[config.mk]
export PLATFORM = sky130hd
export DESIGN_NAME = adder_ctrl_slave
export DESIGN_NICKNAME = d
export VERILOG_FILES = /design/src/rtl/adder_ctrl_slave.sv
export SDC_FILE = /design/constraint.sdc
export NUM_CORES = 1
export LEC_CHECK = 0
export ABC_AREA = 1
export BUFFER_PORTS_ARGS = -buffer_cell sky130_fd_sc_hd__buf_4
export CAP_MARGIN = 40
export CELL_PAD_IN_SITES_DETAIL_PLACEMENT = 0
export CELL_PAD_IN_SITES_GLOBAL_PLACEMENT = 1
export CORE_ASPECT_RATIO = 1.75
export CORE_MARGIN = 1
export CORE_UTILIZATION = 39
export CTS_BUF_LIST = sky130_fd_sc_hd__clkbuf_4 sky130_fd_sc_hd__clkbuf_8
export DETAILED_ROUTE_END_ITERATION = 6
export GPL_ROUTABILITY_DRIVEN = 0
export HOLD_SLACK_MARGIN = 0.12
export PLACE_DENSITY_LB_ADDON = 0.15
export SKIP_LAST_GASP = 1
export SLEW_MARGIN = 5
export SYNTH_ARGS = -nofsm -noshare
export SYNTH_HDL_FRONTEND = slang
export SYNTH_SLANG_ARGS = --single-unit
export TNS_END_PERCENT = 1
[constraint.sdc]
create_clock -name clock -period 2.81 [get_ports clock]
set_clock_uncertainty 0.15 [all_clocks]
set_input_delay 0 -clock clock [delete_from_list [all_inputs] [get_ports clock]]
set_output_delay 0 -clock clock [all_outputs]
set_load 0.05 [all_outputs]
[src/rtl/adder_ctrl_slave.sv]
// AXI4-Lite control slave for the adder accelerator: block-level start/done/idle/ready
// handshake, two byte-strobed operand registers and one captured result register.
module adder_ctrl_slave #(
  parameter int unsigned AXI_ADDR_BITS = 6,
  parameter int unsigned AXI_DATA_BITS = 32,
  parameter int unsigned AXI_STRB_BITS = AXI_DATA_BITS / 8
) (
  input  logic                     clock,
  input  logic                     reset,
  input  logic                     s_axi_control_AWVALID,
  output logic                     s_axi_control_AWREADY,
  input  logic [AXI_ADDR_BITS-1:0] s_axi_control_AWADDR,
  input  logic                     s_axi_control_WVALID,
  output logic                     s_axi_control_WREADY,
  input  logic [AXI_DATA_BITS-1:0] s_axi_control_WDATA,
  input  logic [AXI_STRB_BITS-1:0] s_axi_control_WSTRB,
  output logic                     s_axi_control_BVALID,
  input  logic                     s_axi_control_BREADY,
  output logic [1:0]               s_axi_control_BRESP,
  input  logic                     s_axi_control_ARVALID,
  output logic                     s_axi_control_ARREADY,
  input  logic [AXI_ADDR_BITS-1:0] s_axi_control_ARADDR,
  output logic                     s_axi_control_RVALID,
  input  logic                     s_axi_control_RREADY,
  output logic [AXI_DATA_BITS-1:0] s_axi_control_RDATA,
  output logic [1:0]               s_axi_control_RRESP,
  output logic                     ap_start,
  input  logic                     ap_ready,
  input  logic                     ap_done,
  input  logic                     ap_idle,
  output logic [AXI_DATA_BITS-1:0] arg_a,
  output logic [AXI_DATA_BITS-1:0] arg_b,
  input  logic [AXI_DATA_BITS-1:0] res,
  input  logic                     res_vld
);

  // Decode works on word addresses; the two byte-offset bits are ignored.
  localparam int unsigned WordBits = AXI_ADDR_BITS - 2;
  localparam logic [WordBits-1:0] WordCtrl   = WordBits'(0);
  localparam logic [WordBits-1:0] WordArgA   = WordBits'(4);
  localparam logic [WordBits-1:0] WordArgB   = WordBits'(6);
  localparam logic [WordBits-1:0] WordResult = WordBits'(8);

  localparam logic [1:0] WAddr = 2'd0;
  localparam logic [1:0] WData = 2'd1;
  localparam logic [1:0] WResp = 2'd2;

  localparam logic RAddr = 1'b0;
  localparam logic RData = 1'b1;

  logic [1:0]               wstate_q, wstate_d;
  logic [WordBits-1:0]      waddr_q, waddr_d;
  logic                     rstate_q, rstate_d;
  logic [AXI_DATA_BITS-1:0] rdata_q, rdata_d;
  logic                     start_q, start_d;
  logic                     auto_q, auto_d;
  logic                     done_q, done_d;
  logic [AXI_DATA_BITS-1:0] arg_a_q, arg_a_d;
  logic [AXI_DATA_BITS-1:0] arg_b_q, arg_b_d;
  logic [AXI_DATA_BITS-1:0] result_q, result_d;

  logic                     w_commit;
  logic                     wr_ctrl;
  logic                     ar_hs;
  logic [WordBits-1:0]      rd_word;
  logic [AXI_DATA_BITS-1:0] rd_mux;
  logic                     unused_addr_bits;

  assign unused_addr_bits = ^{s_axi_control_AWADDR[1:0], s_axi_control_ARADDR[1:0]};

  // Write channel FSM: address, then data (commit), then response.
  always_comb begin
    wstate_d = wstate_q;
    waddr_d  = waddr_q;
    w_commit = 1'b0;
    case (wstate_q)
      WAddr: begin
        if (s_axi_control_AWVALID) begin
          waddr_d  = s_axi_control_AWADDR[AXI_ADDR_BITS-1:2];
          wstate_d = WData;
        end
      end
      WData: begin
        if (s_axi_control_WVALID) begin
          w_commit = 1'b1;
          wstate_d = WResp;
        end
      end
      WResp: begin
        if (s_axi_control_BREADY) wstate_d = WAddr;
      end
      default: wstate_d = WAddr;
    endcase
  end

  assign s_axi_control_AWREADY = (wstate_q == WAddr);
  assign s_axi_control_WREADY  = (wstate_q == WData);
  assign s_axi_control_BVALID  = (wstate_q == WResp);
  assign s_axi_control_BRESP   = 2'b00;

  assign ar_hs   = (rstate_q == RAddr) && s_axi_control_ARVALID;
  assign rd_word = s_axi_control_ARADDR[AXI_ADDR_BITS-1:2];

  // Read data mux; the done bit includes a same-cycle ap_done so it is never lost to a clear.
  always_comb begin
    rd_mux = '0;
    case (rd_word)
      WordCtrl: begin
        rd_mux[0] = start_q;
        rd_mux[1] = done_q | ap_done;
        rd_mux[2] = ap_idle;
        rd_mux[3] = ap_ready;
        rd_mux[7] = auto_q;
      end
      WordArgA:   rd_mux = arg_a_q;
      WordArgB:   rd_mux = arg_b_q;
      WordResult: rd_mux = result_q;
      default:    rd_mux = '0;
    endcase
  end

  // Read channel FSM: capture data on AR handshake, hold it until RREADY.
  always_comb begin
    rstate_d = rstate_q;
    rdata_d  = rdata_q;
    case (rstate_q)
      RAddr: begin
        if (s_axi_control_ARVALID) begin
          rdata_d  = rd_mux;
          rstate_d = RData;
        end
      end
      RData: begin
        if (s_axi_control_RREADY) rstate_d = RAddr;
      end
      default: rstate_d = RAddr;
    endcase
  end

  assign s_axi_control_ARREADY = (rstate_q == RAddr);
  assign s_axi_control_RVALID  = (rstate_q == RData);
  assign s_axi_control_RDATA   = rdata_q;
  assign s_axi_control_RRESP   = 2'b00;

  // Register file next-state: byte-strobed operands, control bits, sticky done, result.
  always_comb begin
    arg_a_d  = arg_a_q;
    arg_b_d  = arg_b_q;
    wr_ctrl  = w_commit && (waddr_q == WordCtrl) && s_axi_control_WSTRB[0];
    for (int unsigned b = 0; b < AXI_STRB_BITS; b++) begin
      if (w_commit && s_axi_control_WSTRB[b]) begin
        if (waddr_q == WordArgA) arg_a_d[b*8 +: 8] = s_axi_control_WDATA[b*8 +: 8];
        if (waddr_q == WordArgB) arg_b_d[b*8 +: 8] = s_axi_control_WDATA[b*8 +: 8];
      end
    end

    auto_d = wr_ctrl ? s_axi_control_WDATA[7] : auto_q;

    // A host set beats a core-ready clear in the same cycle.
    start_d = start_q;
    if (ap_ready && !auto_q) start_d = 1'b0;
    if (wr_ctrl && s_axi_control_WDATA[0]) start_d = 1'b1;

    done_d = done_q;
    if (ar_hs && (rd_word == WordCtrl)) done_d = 1'b0;
    if (ap_done) done_d = 1'b1;

    result_d = res_vld ? res : result_q;
  end

  // State registers with synchronous active-high reset.
  always_ff @(posedge clock) begin
    if (reset) begin
      wstate_q <= WAddr;
      waddr_q  <= '0;
      rstate_q <= RAddr;
      rdata_q  <= '0;
      start_q  <= 1'b0;
      auto_q   <= 1'b0;
      done_q   <= 1'b0;
      arg_a_q  <= '0;
      arg_b_q  <= '0;
      result_q <= '0;
    end else begin
      wstate_q <= wstate_d;
      waddr_q  <= waddr_d;
      rstate_q <= rstate_d;
      rdata_q  <= rdata_d;
      start_q  <= start_d;
      auto_q   <= auto_d;
      done_q   <= done_d;
      arg_a_q  <= arg_a_d;
      arg_b_q  <= arg_b_d;
      result_q <= result_d;
    end
  end

  assign ap_start = start_q;
  assign arg_a    = arg_a_q;
  assign arg_b    = arg_b_q;

endmodule

==> run metrics, run 1 <==
# IOs 197; Die Wd 93.65 um; synthesized instance count 792; antenna-violating nets left 0; status finished, violations left; final hold slack 0.1920 ns; Core Region 0.01437 mm^2; FMAX 351.3 MHz; post-layout util 66.69%; CTS buffer count 17; fin nets 1242; CTS tree built; CP most frequent cell dlygate4sd3_1; Tmin final 2.847 ns; CTS clk-pin slew, worst paths 0.08 ns; WS Path Type primary input to flop; Slew HR 33.76%; CTS root buffer clkbuf_8; Arr. time, crit path 3.08 ns; leading area contributor after synthesis dfxtp_1; DRC violation total after the first TritonRoute iteration 324; Mean Syn Cell Area 7.239 um^2; Worst path max stage delay 1.09 ns; post_cts resized 0; RSZ-0062 raised after global routing true; drt pass-1 iters 5; Critical Path Source Type primary input; routed via count 6797; actual slew at the worst max-slew pin 0.9904 ns; worst-path maximum fanout 21; Die Span Y 162.4 um; FF+latch count, synth 138; # port buffers 188; CP top delay family buffers and inverters; final period utilization 101.3%; final number of max-transition violations 0; detailed-placement wirelength estimate 13170 um; htree depth 4; # DRC 0; clock sink total 138; Slowest-stage cell, CP dlygate4sd3_1; clock buffer depth 2; worst-path cell chain buf_4 > nor2_4 > dlygate4sd3_1 > buf_16 > nand3_1 > nand2_1 > o21ai_1 > dlygate4sd3_1 > a21oi_1 > dlygate4sd3_1; first-pass GRT wire length 33310 um; Post-synth EDFFs 0; share of layout cells above drive strength 1 22.68%; vias in the first global route 6719; Buf+Inv Stages, Crit Path 5; largest cells by area after synthesis dfxtp_1 (48%), nand3_1 (11%), nor2_1 (10%); Main synth FF type dfxtp_1; maximum VDD drop 0.0002810 V; crit end category flop; synthesis-to-layout area growth 67.15%; Hold Vio Cnt, Final 0; FFs w/ async S/R, synth 0%; GRT overflow 0; initial antenna violation count 0; die footprint 0.01521 mm^2; DR vias/cell 5.057; ANT cells 0; Yosys cell types 27; critical path required time 3.04 ns; Site Rows 58; Seq/Total Area, Yosys 48.19%; synth warn 0; initial core utilization 39.90%; Synth top area share 48.19%; drt wl/cell 15.71 um; P_leak 4.212 nW; max_cap viols 0; fin worst setup slack -0.03689 ns; drt total wl 21120 um; Skew-Pair Late Insertion Delay 0.44 ns; mapped cell area 0.005733 mm^2; pin count of the biggest net entering global routing 55; PwrDens 459.1 mW/mm^2; violated checks setup timing; fillers 1282; setup violators final 2; Hold Path Class primary input to flop; GRT Util Overall 28.57%
-- cell families (layout without fill, tap and decap cells) --
family,count (synthesis),count (layout),synth area share (%)
and+or+nand+nor,430,430,32.67
AOI/OAI and AO/OA,148,148,13.03
DFF,138,138,48.19
buffers and inverters,75,444,6.045
other,1,4,0.06541
-- state kept, by name (all words and copies together) (netlist names) --
signal and flops:
done_q 1, wstate_q 2, waddr_q 4, arg_a 32
s_axi_control_RDATA 32, auto_q 1, s_axi_control_RVALID 1, result_q 32
ap_start 1, arg_b 32
-- cell type report --
cell class	instances	area (um^2)	area share [%]
Clock buffer	18	247.7	2.585
Clock inverter	14	170.2	1.776
Inverter	27	101.3	1.058
Multi-Input combinational cell	582	2635	27.50
Sequential cell	138	2763	28.83
Tap cell	180	225.2	2.350
Timing Repair Buffer	385	3441	35.91
-- synth_stat cells (3+ instances only) --
| cell | instances |
|---|---|
| a21oi_1 | 63 |
| buf_2 | 15 |
| buf_4 | 4 |
| buf_6 | 4 |
| clkbuf_1 | 23 |
| dfxtp_1 | 138 |
| inv_1 | 16 |
| inv_2 | 11 |
| nand2_1 | 134 |
| nand2_2 | 4 |
| nand3_1 | 125 |
| nor2_1 | 152 |
| nor2_2 | 3 |
| nor2_4 | 6 |
| o21ai_0 | 80 |
| o21ai_1 | 3 |
-- cell usage in the layout, fill, tap and decap left out, types with 2 or more instances in the layout --
cell / instances
buf_4: 198
dlygate4sd3_1: 181
nor2_1: 152
dfxtp_1: 138
nand2_1: 134
nand3_1: 125
o21ai_0: 80
a21oi_1: 63
clkbuf_8: 18
inv_1: 16
inv_2: 11
nor2_4: 6
nand2_2: 4
conb_1: 4
clkinvlp_4: 4
nor2_2: 3
o21ai_1: 3
clkinv_2: 3
bufinv_16: 3
buf_16: 3
buf_12: 3
clkinv_4: 2
inv_6: 2
-- metal layers --
| metal | track usage [%] | wire (um) | vias to the layer above |
|---|---|---|---|
| met5 | 0 | 0 | - |
| met4 | 15.66 | 912 | 0 |
| met3 | 5.556 | 1037 | 57 |
| met2 | 51.84 | 11120 | 246 |
| met1 | 30.45 | 8049 | 3166 |
| li1 | - | - | 3328 |
-- where the power goes --
group,internal [W],switching [W],total [W]
registers,0.00200,0.0000303,0.00203
logic,0.000327,0.000328,0.000655
clock network,0.000904,0.000809,0.00171
total,0.00323,0.00117,0.00440
-- worst paths after layout --
path                                       start                                    to  slack [ns]  cells after the start
max                      s_axi_control_ARADDR[5]   s_axi_control_RDATA[2]$_SDFFE_PP0N_       -0.04                     10
min reg2reg  s_axi_control_RDATA[0]$_SDFFE_PP0N_   s_axi_control_RDATA[0]$_SDFFE_PP0N_        0.32                      2
min                      s_axi_control_ARADDR[3]  s_axi_control_RDATA[11]$_SDFFE_PP0N_        0.19                      7
max reg2reg             wstate_q[0]$_SDFFE_PP0P_                arg_b[26]$_SDFFE_PP0P_        0.11                      7
-- tightest hold or removal path: stages --
cell and delay (ns):
buf_4 0.10, nor2_4 0.03, buf_4 0.27, nand3_1 0.14, nand3_1 0.07, nand2_1 0.06, a21oi_1 0.05
-- through the flow --
step | cells | setup TNS, ns | setup slack (ns) | power (W) | instance area (um^2)
2_1_floorplan | 795 | 0 | 0.8981 | 0.002323 | 5744
3_3_place_gp | 1124 | 0 | 0.9251 | 0.002510 | 7216
3_5_place_dp | 1127 | 0 | 0.9246 | 0.002527 | 7291
4_1_cts | 1341 | 0 | 0.01112 | 0.004410 | 9548
5_1_grt | 1344 | -0.1826 | -0.1041 | 0.004564 | 9583
6_report | 1344 | -0.07359 | -0.03689 | 0.004400 | 9583
-- repair_timing --
item | in CTS | in global routing
hold buffers | 182 | 0
hold endpoints to repair | 138 | 0
buffers inserted | 0 | 3
setup endpoints to repair | 0 | 5
Note: power is estimated with default switching activity, not from simulation.
==> run 2: changes to the inputs <==
--- a/config.mk
+++ b/config.mk
@@ -5,14 +5,12 @@
 export SDC_FILE = /design/constraint.sdc
 export NUM_CORES = 1
 export LEC_CHECK = 0
-export ABC_AREA = 1
 export BUFFER_PORTS_ARGS = -buffer_cell sky130_fd_sc_hd__buf_4
 export CAP_MARGIN = 40
 export CELL_PAD_IN_SITES_DETAIL_PLACEMENT = 0
 export CELL_PAD_IN_SITES_GLOBAL_PLACEMENT = 1
 export CORE_ASPECT_RATIO = 1.75
-export CORE_MARGIN = 1
-export CORE_UTILIZATION = 39
+export CORE_UTILIZATION = 42
 export CTS_BUF_LIST = sky130_fd_sc_hd__clkbuf_4 sky130_fd_sc_hd__clkbuf_8
 export DETAILED_ROUTE_END_ITERATION = 6
 export GPL_ROUTABILITY_DRIVEN = 0
==> run 2 against run 1 <==
Design area decreased by 7.8%. Critical path depth fell by 2. Clock power is 12% lower. Largest cell class unchanged. The run now ends clean. Power shrank 7.7%. Setup slack improved by 0.10 ns. Critical path type unchanged. Global-route usage decreased by 2.3 points. Register-to-register slack got worse by 0.02 ns. Non-clock buffer count down 52. Core utilization increased by 1.3 points. Worst hold slack lost 0.055 ns. Sequential cell count did not move.
==> run metrics, run 2 <==
status finished clean; GRT Util Overall 26.32% (-2.3 points); clock buffer depth 2 (unchanged); Die Span Y 155.2 um (-4.4%); worst slack at placement 0.7976 ns (-0.1270 ns); synthesis-to-layout area growth 56.86%; setup violators final 0 (-2); Hold Path Class primary input to flop; DR vias/cell 5.135 (+1.5%); routed via count 5366 (-21%); CTS buffer count 17 (unchanged); synth warn 0 (unchanged); final number of max-transition violations 0 (unchanged); top-count cell post-synth dfxtp_1; Synth top area share 49.02% (+0.83 points); Post-synth EDFFs 0 (unchanged); synthesized instance count 554 (-30%); worst-path maximum fanout 13 (-38%); GRT overflow 0 (unchanged); flip-flop and latch area 0.002763 mm^2 (unchanged); final period utilization 97.76% (-3.6 points); critical path required time 3.04 ns (about the same); detailed-placement wirelength estimate 11580 um (-12%); Critical Path Source Type primary input; Seq/Total Area, Yosys 49.02% (+0.83 points); max_cap viols 0 (unchanged); Die Wd 89.56 um (-4.4%); FFs w/ async S/R, synth 0% (unchanged); share of layout cells above drive strength 1 27.12% (+4.4 points); WS Path Type primary input to flop; FMAX 364.0 MHz (+3.6%); leading area contributor after synthesis dfxtp_1; CTS tree built; ANT cells 0 (unchanged); FF+latch count, synth 138 (unchanged); fin area 0.008840 mm^2 (-7.8%); Arr. time, crit path 2.97 ns (-0.11 ns); die footprint 0.01390 mm^2 (-8.6%); crit end category flop; synth cell count leaders dfxtp_1 (138), nor2_1 (118), mux2i_1 (113); drt wl/cell 17.16 um (+9.2%); Slew HR 38.21% (+4.5 points); multi-input combinational cell area 0.002619 mm^2 (-0.62%); most common cell after layout, fill and taps aside buf_4; Main synth FF type dfxtp_1; initial antenna violation count 0 (unchanged); # port buffers 188 (unchanged); CTS root buffer clkbuf_8; P_leak 3.714 nW (-12%); first-pass GRT wire length 27590 um (-17%); Tmin final 2.747 ns (-0.09978 ns); pin count of the biggest net entering global routing 70 (+27%); Core Region 0.01301 mm^2 (-9.5%); # DRC 0 (unchanged); Mean Syn Cell Area 10.17 um^2 (+41%); # IOs 197 (unchanged); drt pass-1 iters 4 (-1); Yosys cell types 37 (+37%); Site Rows 55 (-5.2%); Hold Vio Cnt, Final 0 (unchanged); vias in the first global route 5617 (-16%); clock sink total 138 (unchanged); fin worst setup slack 0.06288 ns (+0.09978 ns); RSZ-0062 raised after global routing true; antenna-violating nets left 0 (unchanged); PwrDens 459.3 mW/mm^2 (about the same); fin nets 952 (-23%); DRC violation total after the first TritonRoute iteration 162 (-50%); Post-CTS Setup Bufs 0 (unchanged); maximum VDD drop 0.0003683 V (+31%); Tot Pwr 0.004060 W (-7.7%); DP Area 0.007076 mm^2 (-3.0%); actual slew at the worst max-slew pin 0.9244 ns (-0.06597 ns); initial core utilization 43.33% (+3.4 points); Skew-Pair Late Insertion Delay 0.43 ns (about the same); CTS clk-pin slew, worst paths 0.09 ns (about the same); drt total wl 17930 um (-15%); most frequent cells in the layout buf_4 (193), dlygate4sd3_1 (139), dfxtp_1 (138); mapped cell area 0.005635 mm^2 (-1.7%); htree depth 4 (unchanged); largest cells by area after synthesis dfxtp_1 (49%), mux2i_1 (20%), nor2_1 (7.9%); setup TNS 0 ns (+0.07359 ns); fillers 1073 (-16%)
## run 2: what timing repair did
item | in CTS | in global routing
resized for setup | 0 | 1
setup endpoints to repair | 0 | 2
endpoints found under the hold margin | 120 | 0
hold buffers | 139 | 0
## run 2: per-layer routing
metal,share of wire (%),track usage (%),up-vias
met5,0,0,-
met4,1.8,8.390,0
met3,5.6,6.101,31
met2,54,49.24,192
met1,38,27.99,2570
li1,-,-,2573
## run 2: worst paths after layout
| check | slack, ns | cells past startpoint | from | end |
|---|---|---|---|---|
| worst min-delay path | 0.14 | 4 | s_axi_control_WSTRB[2] | arg_a[22]$_SDFFE_PP0P_ |
| worst min register to register | 0.31 | 2 | s_axi_control_RDATA[1]$_SDFFE_PP0N_ | s_axi_control_RDATA[1]$_SDFFE_PP0N_ |
| worst max-delay path | 0.06 | 8 | s_axi_control_ARADDR[4] | s_axi_control_RDATA[7]$_SDFFE_PP0N_ |
| worst max register to register | 0.09 | 6 | s_axi_control_RVALID$_SDFF_PP0_ | done_q$_SDFFE_PP0P_ |
## run 2: area by class of cell
type,count,area share [%]
clock buffers,19,2.958
well taps,171,2.420
clock inverters,13,1.231
inverters,5,0.2123
flip-flops and latches,138,31.25
repair buffers,333,32.30
multi-input cells,366,29.62
## run 2: worst max-delay path, cell delays in order
cell	delay, ns
dlygate4sd3_1	0.55
buf_4	0.23
nor2b_2	0.37
buf_4	0.29
o21ai_1	0.15
dlygate4sd3_1	0.66
o21ai_1	0.16
dlygate4sd3_1	0.57
## run 2: report_power, final
group | internal [W] | leakage [nW] | switching [W]
Combinational | 0.000295 | 2.41 | 0.000246
Sequential | 0.00199 | 1.12 | 0.0000248
Clock | 0.000679 | 0.182 | 0.000823
## run 2: per-stage QoR
step                      hold slack, ns  cells  util [%]
after floorplan                 -0.03257    557         -
after global placement           0.06913    873     54.29
after detailed placement         0.08629    874     54.40
after CTS                         0.1212   1045     67.95
after global routing              0.1418   1045     67.97
final                             0.1368   1045     67.97
## run 2: logic make-up (layout without fill, tap and decap cells)
kind of cell    after synthesis  after routing  share of synthesized area (%)
simple gates                156            156                          12.72
flops                       138            138                          49.02
mux                         113            113                          20.07
compound gates               93             93                          13.25
buf+inv                      53            370                          4.862
other cells                   1              4                        0.06654
